$ cat src/rtl/slope_peak_detector_if.sv
// Sample-in / peak-and-BPM-out bundle for slope_peak_detector.
// master = sample producer, slave = detector.
interface slope_peak_detector_if #(
    parameter int unsigned DATA_W = 10
);
    logic              sample_valid;
    logic [DATA_W-1:0] sample;
    logic              peak_pulse;
    logic              peak_led;
    logic [7:0]        bpm;
    logic              bpm_valid;
    logic [7:0]        slope_dbg;

    modport master (
        output sample_valid, sample,
        input  peak_pulse, peak_led, bpm, bpm_valid, slope_dbg
    );

    modport slave (
        input  sample_valid, sample,
        output peak_pulse, peak_led, bpm, bpm_valid, slope_dbg
    );
endinterface

$ cat src/rtl/slope_peak_detector.sv
// Slope-window peak detector with refractory blanking and a sample-count BPM window.
// All outputs come straight from registers.
module slope_peak_detector #(
    parameter int unsigned DATA_W   = 10,
    parameter int unsigned WIN      = 32,
    parameter int unsigned RISE_MIN = 22,
    parameter int unsigned FALL_MIN = 18,
    parameter int unsigned REFRACT  = 64,
    parameter int unsigned BEAT_WIN = 10000,
    parameter int unsigned BPM_MULT = 6
) (
    input  logic                 clk,
    input  logic                 reset,
    slope_peak_detector_if.slave bus
);
    localparam int unsigned HW = 2 * WIN;
    localparam int unsigned CW = $clog2(WIN + 1);
    localparam int unsigned SW = $clog2(HW + 1);
    localparam int unsigned RW = $clog2(REFRACT + 1);
    localparam int unsigned WW = $clog2(BEAT_WIN + 1);
    localparam int unsigned PW = 40;

    logic [HW-1:0]     r_s;
    logic [DATA_W-1:0] r_prev;
    logic              r_loaded;
    logic [SW-1:0]     r_shift_cnt;
    logic [CW-1:0]     r_rise_old;
    logic [CW-1:0]     r_fall_new;
    logic [RW-1:0]     r_refr;
    logic [7:0]        r_beats;
    logic [WW-1:0]     r_wcnt;
    logic              r_peak;
    logic [7:0]        r_bpm;
    logic              r_bpm_valid;

    logic              w_accept;
    logic              w_shift;
    logic              w_bit;
    logic [CW-1:0]     w_rise_nxt;
    logic [CW-1:0]     w_fall_nxt;
    logic [SW-1:0]     w_cnt_nxt;
    logic              w_primed_nxt;
    logic              w_detect;
    logic [7:0]        w_beats_fin;
    logic              w_close;
    logic [PW-1:0]     w_prod;
    logic [7:0]        w_bpm_sat;
    logic [HW+7:0]     w_s_ext;

    assign w_accept = bus.sample_valid;
    assign w_shift  = w_accept & r_loaded;
    assign w_bit    = bus.sample > r_prev;

    // s[WIN-1] crosses from the newer into the older half; s[HW-1] falls off the end
    assign w_rise_nxt = r_rise_old + CW'(r_s[WIN-1]) - CW'(r_s[HW-1]);
    assign w_fall_nxt = r_fall_new + CW'(!w_bit) - CW'(!r_s[WIN-1]);

    assign w_cnt_nxt    = (r_shift_cnt == SW'(HW)) ? r_shift_cnt : r_shift_cnt + SW'(1);
    assign w_primed_nxt = (w_cnt_nxt == SW'(HW));

    assign w_detect = w_shift && w_primed_nxt
                   && (w_rise_nxt >= CW'(RISE_MIN))
                   && (w_fall_nxt >= CW'(FALL_MIN))
                   && (r_refr == '0);

    assign w_beats_fin = (w_detect && (r_beats != 8'hff)) ? r_beats + 8'd1 : r_beats;
    assign w_close     = w_accept && (r_wcnt == WW'(BEAT_WIN - 1));
    assign w_prod      = PW'(w_beats_fin) * PW'(BPM_MULT);
    assign w_bpm_sat   = (w_prod > PW'(255)) ? 8'hff : w_prod[7:0];

    always_ff @(posedge clk or negedge reset) begin
        if (!reset) begin
            r_s         <= '0;
            r_prev      <= '0;
            r_loaded    <= 1'b0;
            r_shift_cnt <= '0;
            r_rise_old  <= '0;
            r_fall_new  <= CW'(WIN);
            r_refr      <= '0;
            r_beats     <= '0;
            r_wcnt      <= '0;
            r_peak      <= 1'b0;
            r_bpm       <= '0;
            r_bpm_valid <= 1'b0;
        end else begin
            r_peak      <= 1'b0;
            r_bpm_valid <= 1'b0;
            if (w_accept) begin
                r_loaded <= 1'b1;
                r_prev   <= bus.sample;
                if (r_loaded) begin
                    r_s         <= {r_s[HW-2:0], w_bit};
                    r_rise_old  <= w_rise_nxt;
                    r_fall_new  <= w_fall_nxt;
                    r_shift_cnt <= w_cnt_nxt;
                end
                if (w_detect) begin
                    r_refr <= RW'(REFRACT);
                end else if (r_refr != '0) begin
                    r_refr <= r_refr - RW'(1);
                end
                r_peak <= w_detect;
                if (w_close) begin
                    r_bpm       <= w_bpm_sat;
                    r_bpm_valid <= 1'b1;
                    r_beats     <= '0;
                    r_wcnt      <= '0;
                end else begin
                    r_beats <= w_beats_fin;
                    r_wcnt  <= r_wcnt + WW'(1);
                end
            end
        end
    end

    assign w_s_ext = {8'h00, r_s};

    assign bus.peak_pulse = r_peak;
    assign bus.peak_led   = (r_refr != '0);
    assign bus.bpm        = r_bpm;
    assign bus.bpm_valid  = r_bpm_valid;
    assign bus.slope_dbg  = w_s_ext[7:0];
endmodule

$ cat src/flat_wrapper.sv
// flat-port wrapper written by rule: the top's interface ports become plain ports
module slope_peak_detector_flat 
#(
    parameter int unsigned DATA_W   = 10,
    parameter int unsigned WIN      = 32,
    parameter int unsigned RISE_MIN = 22,
    parameter int unsigned FALL_MIN = 18,
    parameter int unsigned REFRACT  = 64,
    parameter int unsigned BEAT_WIN = 10000,
    parameter int unsigned BPM_MULT = 6
)
  (clk, reset, bus_sample_valid, bus_sample, bus_peak_pulse, bus_peak_led, bus_bpm, bus_bpm_valid, bus_slope_dbg);
  slope_peak_detector_if #(.DATA_W(DATA_W)) bus_i ();
  input  logic clk;
  input  logic reset;
  input wire logic [$bits(bus_i.sample_valid)-1:0] bus_sample_valid;
  input wire logic [$bits(bus_i.sample)-1:0] bus_sample;
  output wire logic [$bits(bus_i.peak_pulse)-1:0] bus_peak_pulse;
  output wire logic [$bits(bus_i.peak_led)-1:0] bus_peak_led;
  output wire logic [$bits(bus_i.bpm)-1:0] bus_bpm;
  output wire logic [$bits(bus_i.bpm_valid)-1:0] bus_bpm_valid;
  output wire logic [$bits(bus_i.slope_dbg)-1:0] bus_slope_dbg;
  assign bus_i.sample_valid = bus_sample_valid;
  assign bus_i.sample = bus_sample;
  assign bus_peak_pulse = bus_i.peak_pulse;
  assign bus_peak_led = bus_i.peak_led;
  assign bus_bpm = bus_i.bpm;
  assign bus_bpm_valid = bus_i.bpm_valid;
  assign bus_slope_dbg = bus_i.slope_dbg;
  slope_peak_detector #(.DATA_W(DATA_W), .WIN(WIN), .RISE_MIN(RISE_MIN), .FALL_MIN(FALL_MIN), .REFRACT(REFRACT), .BEAT_WIN(BEAT_WIN), .BPM_MULT(BPM_MULT)) u_core (.clk(clk), .reset(reset), .bus(bus_i));
endmodule
$ cat config.mk
export PLATFORM = sky130hd
export DESIGN_NAME = slope_peak_detector_flat
export DESIGN_NICKNAME = d
export VERILOG_FILES = /design/src/rtl/slope_peak_detector_if.sv /design/src/rtl/slope_peak_detector.sv /design/src/flat_wrapper.sv
export SDC_FILE = /design/constraint.sdc
export NUM_CORES = 1
export LEC_CHECK = 0
export ABC_CLOCK_PERIOD_IN_PS = 5800
export BUFFER_PORTS_ARGS = -buffer_cell sky130_fd_sc_hd__buf_2
export CAP_MARGIN = 20
export CORE_MARGIN = 5
export CORE_UTILIZATION = 45
export CTS_BUF_LIST = sky130_fd_sc_hd__clkbuf_16
export CTS_CLUSTER_SIZE = 20
export DETAILED_ROUTE_END_ITERATION = 16
export PLACE_DENSITY = 0.72
export SKIP_CTS_REPAIR_TIMING = 1
export SLEW_MARGIN = 30
export SYNTH_ARGS = -nofsm -noshare
export SYNTH_HDL_FRONTEND = slang
export SYNTH_SLANG_ARGS = --single-unit
$ cat constraint.sdc
create_clock -name clk -period 5.8 [get_ports clk]
set_clock_uncertainty 0.15 [all_clocks]
set_input_delay 0.58 -clock clk [delete_from_list [all_inputs] [get_ports clk]]
set_output_delay 0.58 -clock clk [all_outputs]
set_load 0.01 [all_outputs]
==> impl_metrics.ini, run 1 <==
[outcome]
status = finished, violations left
violations = setup timing

[synth]
yosysMostFrequentCell = dfrtp_1
netlist_top_cells_count = 132 x dfrtp_1, 68 x mux2_2, 52 x nand2_1, 38 x inv_1, 34 x o21ai_0
synth-seq-cells = 133
ys_seq_area_frac = 0.473
syn_nets = 694
yosysTopAreaCell = dfrtp_1
synth_top_area_share = 0.470
synthArstFlopShare = 1.00
syn_inst = 647
synthTopCellsByArea = dfrtp_1 47%, mux2_2 11%, ha_1 5.5%
yosysWarnings = 0
synth.distinct_cells = 70
synthFlopType = dfrtp_1
syn_area_per_cell_um2 = 10.9
netlist_area_um2 = 7040
synth-edff-count = 0

[route]
routed_wl_um = 13300
first_pass_iters = 5
ant_nets = 0
routedWlPerCell_um = 14.5
remaining_drc_errors = 0
drt_iter0_markers = 292
via_count = 4851
via_per_inst = 5.29

[critical_path]
reg2reg_slack_ns = -0.43
critPathKind = reg2reg
crit_buf_inv = 2
cp.arrival_ns = 6.38
cp_common_cell = o21ai_1
critPathTopFamily = compound AO/OA/AOI/OAI gates
critPathCaptureType = register
worstSetupEndpoint = u_core.bus.bpm[6]$_DFFE_PN0P_
cp_max_fo = 6
r2r_cells = 33
timing.rr.end = u_core.bus.bpm[6]$_DFFE_PN0P_
worstSetupStartpoint = u_core.r_prev[1]$_DFFE_PN0P_
crit_slowest_cell = mux4_2
cp.depth = 33
worstSetupStartpointType = register
critPathRequiredTime_ns = 5.95
max_stage_delay_ns = 0.51
reg2reg_from = u_core.r_prev[1]$_DFFE_PN0P_

[sta]
fmax_ghz = 0.160
holdWs_ns = 0.00371
period_share = 1.07
setup-tns-final_ns = -2.94
finalCriticalPeriod_ns = 6.23
hold_viol = 0
fin_ws_ns = -0.431
slew_viol_final = 0
slew_headroom = 0.456
tightest_slew_ns = 0.816
setup_violations = 8
rsz0062_at_grt = true

[run]
cap_violations = 0

[clock_network]
clockBufferDepth = 2
clockRootBuffer = clkbuf_16
clk_pin_slew_ns = 0.06
cts_max_level = 4
cts_buffers = 17
clk-insertion-delay-late_ns = 0.43
cts_tree = done
clock-sinks = 133

[final_layout]
final_area_um2 = 8310
final_cells = 917
drive_above_1_share = 0.306
fillerInstances = 1281
nets = 740
antenna_cells = 0
syn_to_final_growth_pct = 18.2

[floorplan]
coreArea_um2 = 15300
die-area_um2 = 18200
num_io_pins = 32
core.rowCount = 45
die_y_um = 135
die_w_um = 135
initial_core_util = 0.461

[power_and_ir_drop]
net-switching-power_w = 0.00124
swShare = 0.339
combPwrFrac = 0.343
leakage_nw = 3.83
vdd_drop_max_mv = 0.299
p_int_w = 0.00242
clkPwrFrac = 0.294
power.density_nw_per_um2 = 440
seq_power_share = 0.364

[global_route]
grt_pass1_wl_um = 22900
grt_start_max_net_pins = 75
antenna_found_initial = 0
grt_pass1_vias = 4879
grt-ovfl-total = 0
grtUsageTotal = 0.155

[placement]
place_area_um2 = 7570
routabilityCongestion = 0.886
dp_hpwl_um = 8950
port-buffer-count = 31
dpl.cell_count = 882

[hold_path]
worstHoldPathType = in2async
per-layer routing:
metal  routed length (um)  GRT usage  up-vias
met4                  249     0.0560        0
met5                    0          0        -
met1                 6110      0.199     2390
met3                  442     0.0443       19
li1                     -          -     2361
met2                 6450      0.252       81
area by class of cell:
cell class,count,area (um^2),area share
inverters,38,143,0.0172
well taps,211,264,0.0318
clock buffers,17,425,0.0512
flip-flops and latches,133,3330,0.400
multi-input cells,441,3590,0.432
clock inverters,15,170,0.0205
repair buffers,62,394,0.0474
metrics by stage:
stage          utilization  power [W]  worst slack (ns)
2_1_floorplan            -    0.00228            -0.348
3_3_place_gp         0.496    0.00242            -0.559
3_5_place_dp         0.496    0.00249            -0.699
4_1_cts              0.535    0.00359            -0.488
5_1_grt              0.545    0.00389            -0.706
6_report             0.545    0.00366            -0.431
placed cells by master, fill, tap and decap left out, types with 14 or more instances in the layout:
cell type / instances
a21oi_1: 14
buf_2: 30
buf_4: 31
clkbuf_16: 17
dfrtp_1: 132
ha_1: 27
inv_1: 36
mux2_2: 67
nand2_1: 52
nand3_1: 20
nand4_1: 15
nor2_1: 32
o21ai_0: 29
xnor2_1: 26
xor2_1: 16
kinds of logic after synthesis:
kind of cell / count (synthesis) / share of synthesized area
buffers and inverters: 73 / 0.0473
adder cells (fa/ha/maj): 34 / 0.0637
XOR/XNOR: 44 / 0.0548
AND/OR/NAND/NOR: 197 / 0.149
flip-flops: 133 / 0.473
multiplexers: 69 / 0.112
AO/OA/AOI/OAI: 97 / 0.0996
worst min path at each step:
stage                                           from                              end  depth (start not counted)
after floorplan                                reset    u_core.bus.bpm[0]$_DFFE_PN0P_                          0
after global routing                           reset       u_core.r_s[21]$_DFFE_PN0P_                          1
after CTS                                      reset  u_core.bus.peak_pulse$_DFF_PN0_                          1
final                                          reset       u_core.r_s[22]$_DFFE_PN0P_                          1
after detailed placement  u_core.r_s[30]$_DFFE_PN0P_       u_core.r_s[31]$_DFFE_PN0P_                          2
after global placement    u_core.r_s[30]$_DFFE_PN0P_       u_core.r_s[31]$_DFFE_PN0P_                          2
registers in the layout, summed over array words and instances (netlist names), 6 cells and up:
register,flops
u_core.bus.bpm,8
u_core.r_beats,8
u_core.r_fall_new,6
u_core.r_prev,10
u_core.r_refr,7
u_core.r_rise_old,6
u_core.r_s,64
u_core.r_shift_cnt,7
u_core.r_wcnt,14
power by group through the flow:
stage	sequential [W]	combinational (W)	clock, W
global route	0.00136	0.00139	0.00114
CTS	0.00133	0.00117	0.00109
floorplan	0.00128	0.000992	0
global placement	0.00132	0.00110	0
finish	0.00133	0.00125	0.00107
detailed placement	0.00134	0.00115	0
Power figures use the tool's default switching activity.
==> run 2: changes to the inputs <==
--- a/config.mk
+++ b/config.mk
@@ -8,6 +8,7 @@
 export ABC_CLOCK_PERIOD_IN_PS = 5800
 export BUFFER_PORTS_ARGS = -buffer_cell sky130_fd_sc_hd__buf_2
 export CAP_MARGIN = 20
+export CORE_ASPECT_RATIO = 0.9
 export CORE_MARGIN = 5
 export CORE_UTILIZATION = 45
 export CTS_BUF_LIST = sky130_fd_sc_hd__clkbuf_16
==> constraint.sdc (replaced) <==
create_clock -name clk -period 5.8 [get_ports clk]
set_clock_uncertainty 0.15 [all_clocks]
set_input_delay 0.58 -clock clk [delete_from_list [all_inputs] [get_ports clk]]
set_output_delay 0.58 -clock clk [all_outputs]
set_load 0.02 [all_outputs]
==> run 2 against run 1 <==
The flow still finishes with violations (setup timing). Combinational power barely moved. Power fell by 1.9%. Design area fell by 0.65%. Sequential power barely moved. First-iteration DRC count rose by 9.2%. Clock-buffer cell count did not move. Global-route usage rose by 0.10 points. Cell count fell by 0.87%. Core utilization fell by 0.81 points. Critical path depth did not move. Largest cell class unchanged.
==> impl_metrics.ini, run 2 (same netlist as run 1, synthesis figures left out) <==
[final_layout]
reg.largest.list = u_core.r_s (64), u_core.r_wcnt (14), u_core.r_prev (10)
regMostFlops = u_core.r_s
most-common-layout-cells = 132 x dfrtp_1, 67 x mux2_2, 51 x nand2_1
final_cells = 909
drive_above_1_share = 0.301
fillerInstances = 1315
nets = 741
syn_to_final_growth_pct = 17.4
largest_register_ffs = 64
layout.cells.most_common = dfrtp_1
antenna_cells = 0
final_util = 0.537

[global_route]
grt_start_max_net_pins = 77
antenna_found_initial = 0
grt_pass1_wl_um = 23200
grtUsageTotal = 0.156
grt-ovfl-total = 0
grt_pass1_vias = 4951

[route]
drt_iter0_markers = 319
routedWlPerCell_um = 14.7
via_count = 4868
first_pass_iters = 5
remaining_drc_errors = 0
routed_wl_um = 13400
via_per_inst = 5.36
ant_nets = 0

[floorplan]
die_y_um = 129
core.rowCount = 43
coreArea_um2 = 15400
die_w_um = 142
initial_core_util = 0.457
num_io_pins = 32
die-area_um2 = 18200

[sta]
hold_viol = 0
setup_violations = 8
slew_viol_final = 0
rsz0062_at_grt = true
fmax_ghz = 0.162
tightest_slew_ns = 0.815
setup-tns-final_ns = -2.68
holdWs_ns = 0.0243
fin_ws_ns = -0.386
period_share = 1.07
finalCriticalPeriod_ns = 6.19
slew_headroom = 0.451

[clock_network]
clk_pin_slew_ns = 0.06
cts_tree = done
cts_max_level = 4
clk-insertion-delay-late_ns = 0.42
cts_buffers = 17
clockBufferDepth = 2
clockRootBuffer = clkbuf_16
clock-sinks = 133

[critical_path]
worstSetupStartpointType = register
max_stage_delay_ns = 0.48
cp.arrival_ns = 6.33
critPathKind = reg2reg
reg2reg_slack_ns = -0.39
critPathCaptureType = register
critPathRequiredTime_ns = 5.95
cp_max_fo = 6
crit_slowest_cell = nor4_1

[power_and_ir_drop]
leakage_nw = 3.83
vdd_drop_max_mv = 0.261
power.density_nw_per_um2 = 434

[placement]
dp_hpwl_um = 9110
port-buffer-count = 31
routabilityCongestion = 0.909
dpl.cell_count = 874

[outcome]
status = finished, violations left
violations = setup timing

[hold_path]
worstHoldPathType = in2async

[run]
cap_violations = 0
run 2: path summary, 6_finish.rpt:
path / startpoint / endpoint / cells after the start
setup / recovery: u_core.r_prev[1]$_DFFE_PN0P_ / u_core.bus.bpm[7]$_DFFE_PN0P_ / 33
setup reg to reg: u_core.r_prev[1]$_DFFE_PN0P_ / u_core.bus.bpm[7]$_DFFE_PN0P_ / 33
hold reg to reg: u_core.r_fall_new[5]$_DFFE_PN1P_ / u_core.r_fall_new[5]$_DFFE_PN1P_ / 2
max in group asynchronous: reset / u_core.r_beats[3]$_DFFE_PN0P_ / 2
hold / removal: reset / u_core.r_s[21]$_DFFE_PN0P_ / 1
min in group clk: bus_sample[3] / u_core.r_prev[3]$_DFFE_PN0P_ / 3
run 2: report_power, final:
group          leakage [nW]  total (W)  internal [W]  switching (W)
Clock                 0.280    0.00102      0.000626       0.000399
Combinational          1.81    0.00123      0.000602       0.000633
Sequential             1.73    0.00133       0.00115       0.000174
Total                  3.83    0.00359       0.00238        0.00120
run 2: layout make-up:
type                       instances  area, um^2  share of cell area
tap                              202         253              0.0306
clock buffer                      17         425              0.0515
inverter                          38         143              0.0173
clock inverter                    15         143              0.0173
multi-input combinational        441        3570               0.432
sequential                       133        3330               0.403
timing repair buffer              63         402              0.0486
run 2: per-stage QoR:
step                      area, um^2  total power, W  worst slack, ns
after floorplan                 7140         0.00229           -0.348
after global placement          7570         0.00246           -0.454
after detailed placement        7570         0.00255           -0.714
after CTS                       8140         0.00359           -0.479
after global routing            8260         0.00382           -0.729
final                           8260         0.00359           -0.386
run 2: per-layer routing:
| layer | wire (um) | GRT usage |
|---|---|---|
| met1 | 6130 | 0.199 |
| met2 | 6550 | 0.259 |
| met3 | 455 | 0.0353 |
| met4 | 233 | 0.0649 |
| met5 | 0 | 0 |
run 2: critical path: cells and delay by family (launching register included):
family	cells	cell delay, ns
flops	1	0.37
compound gates	13	2.05
simple gates	11	1.70
fa+ha+maj	4	1.03
buf+inv	4	0.40
mux	1	0.35
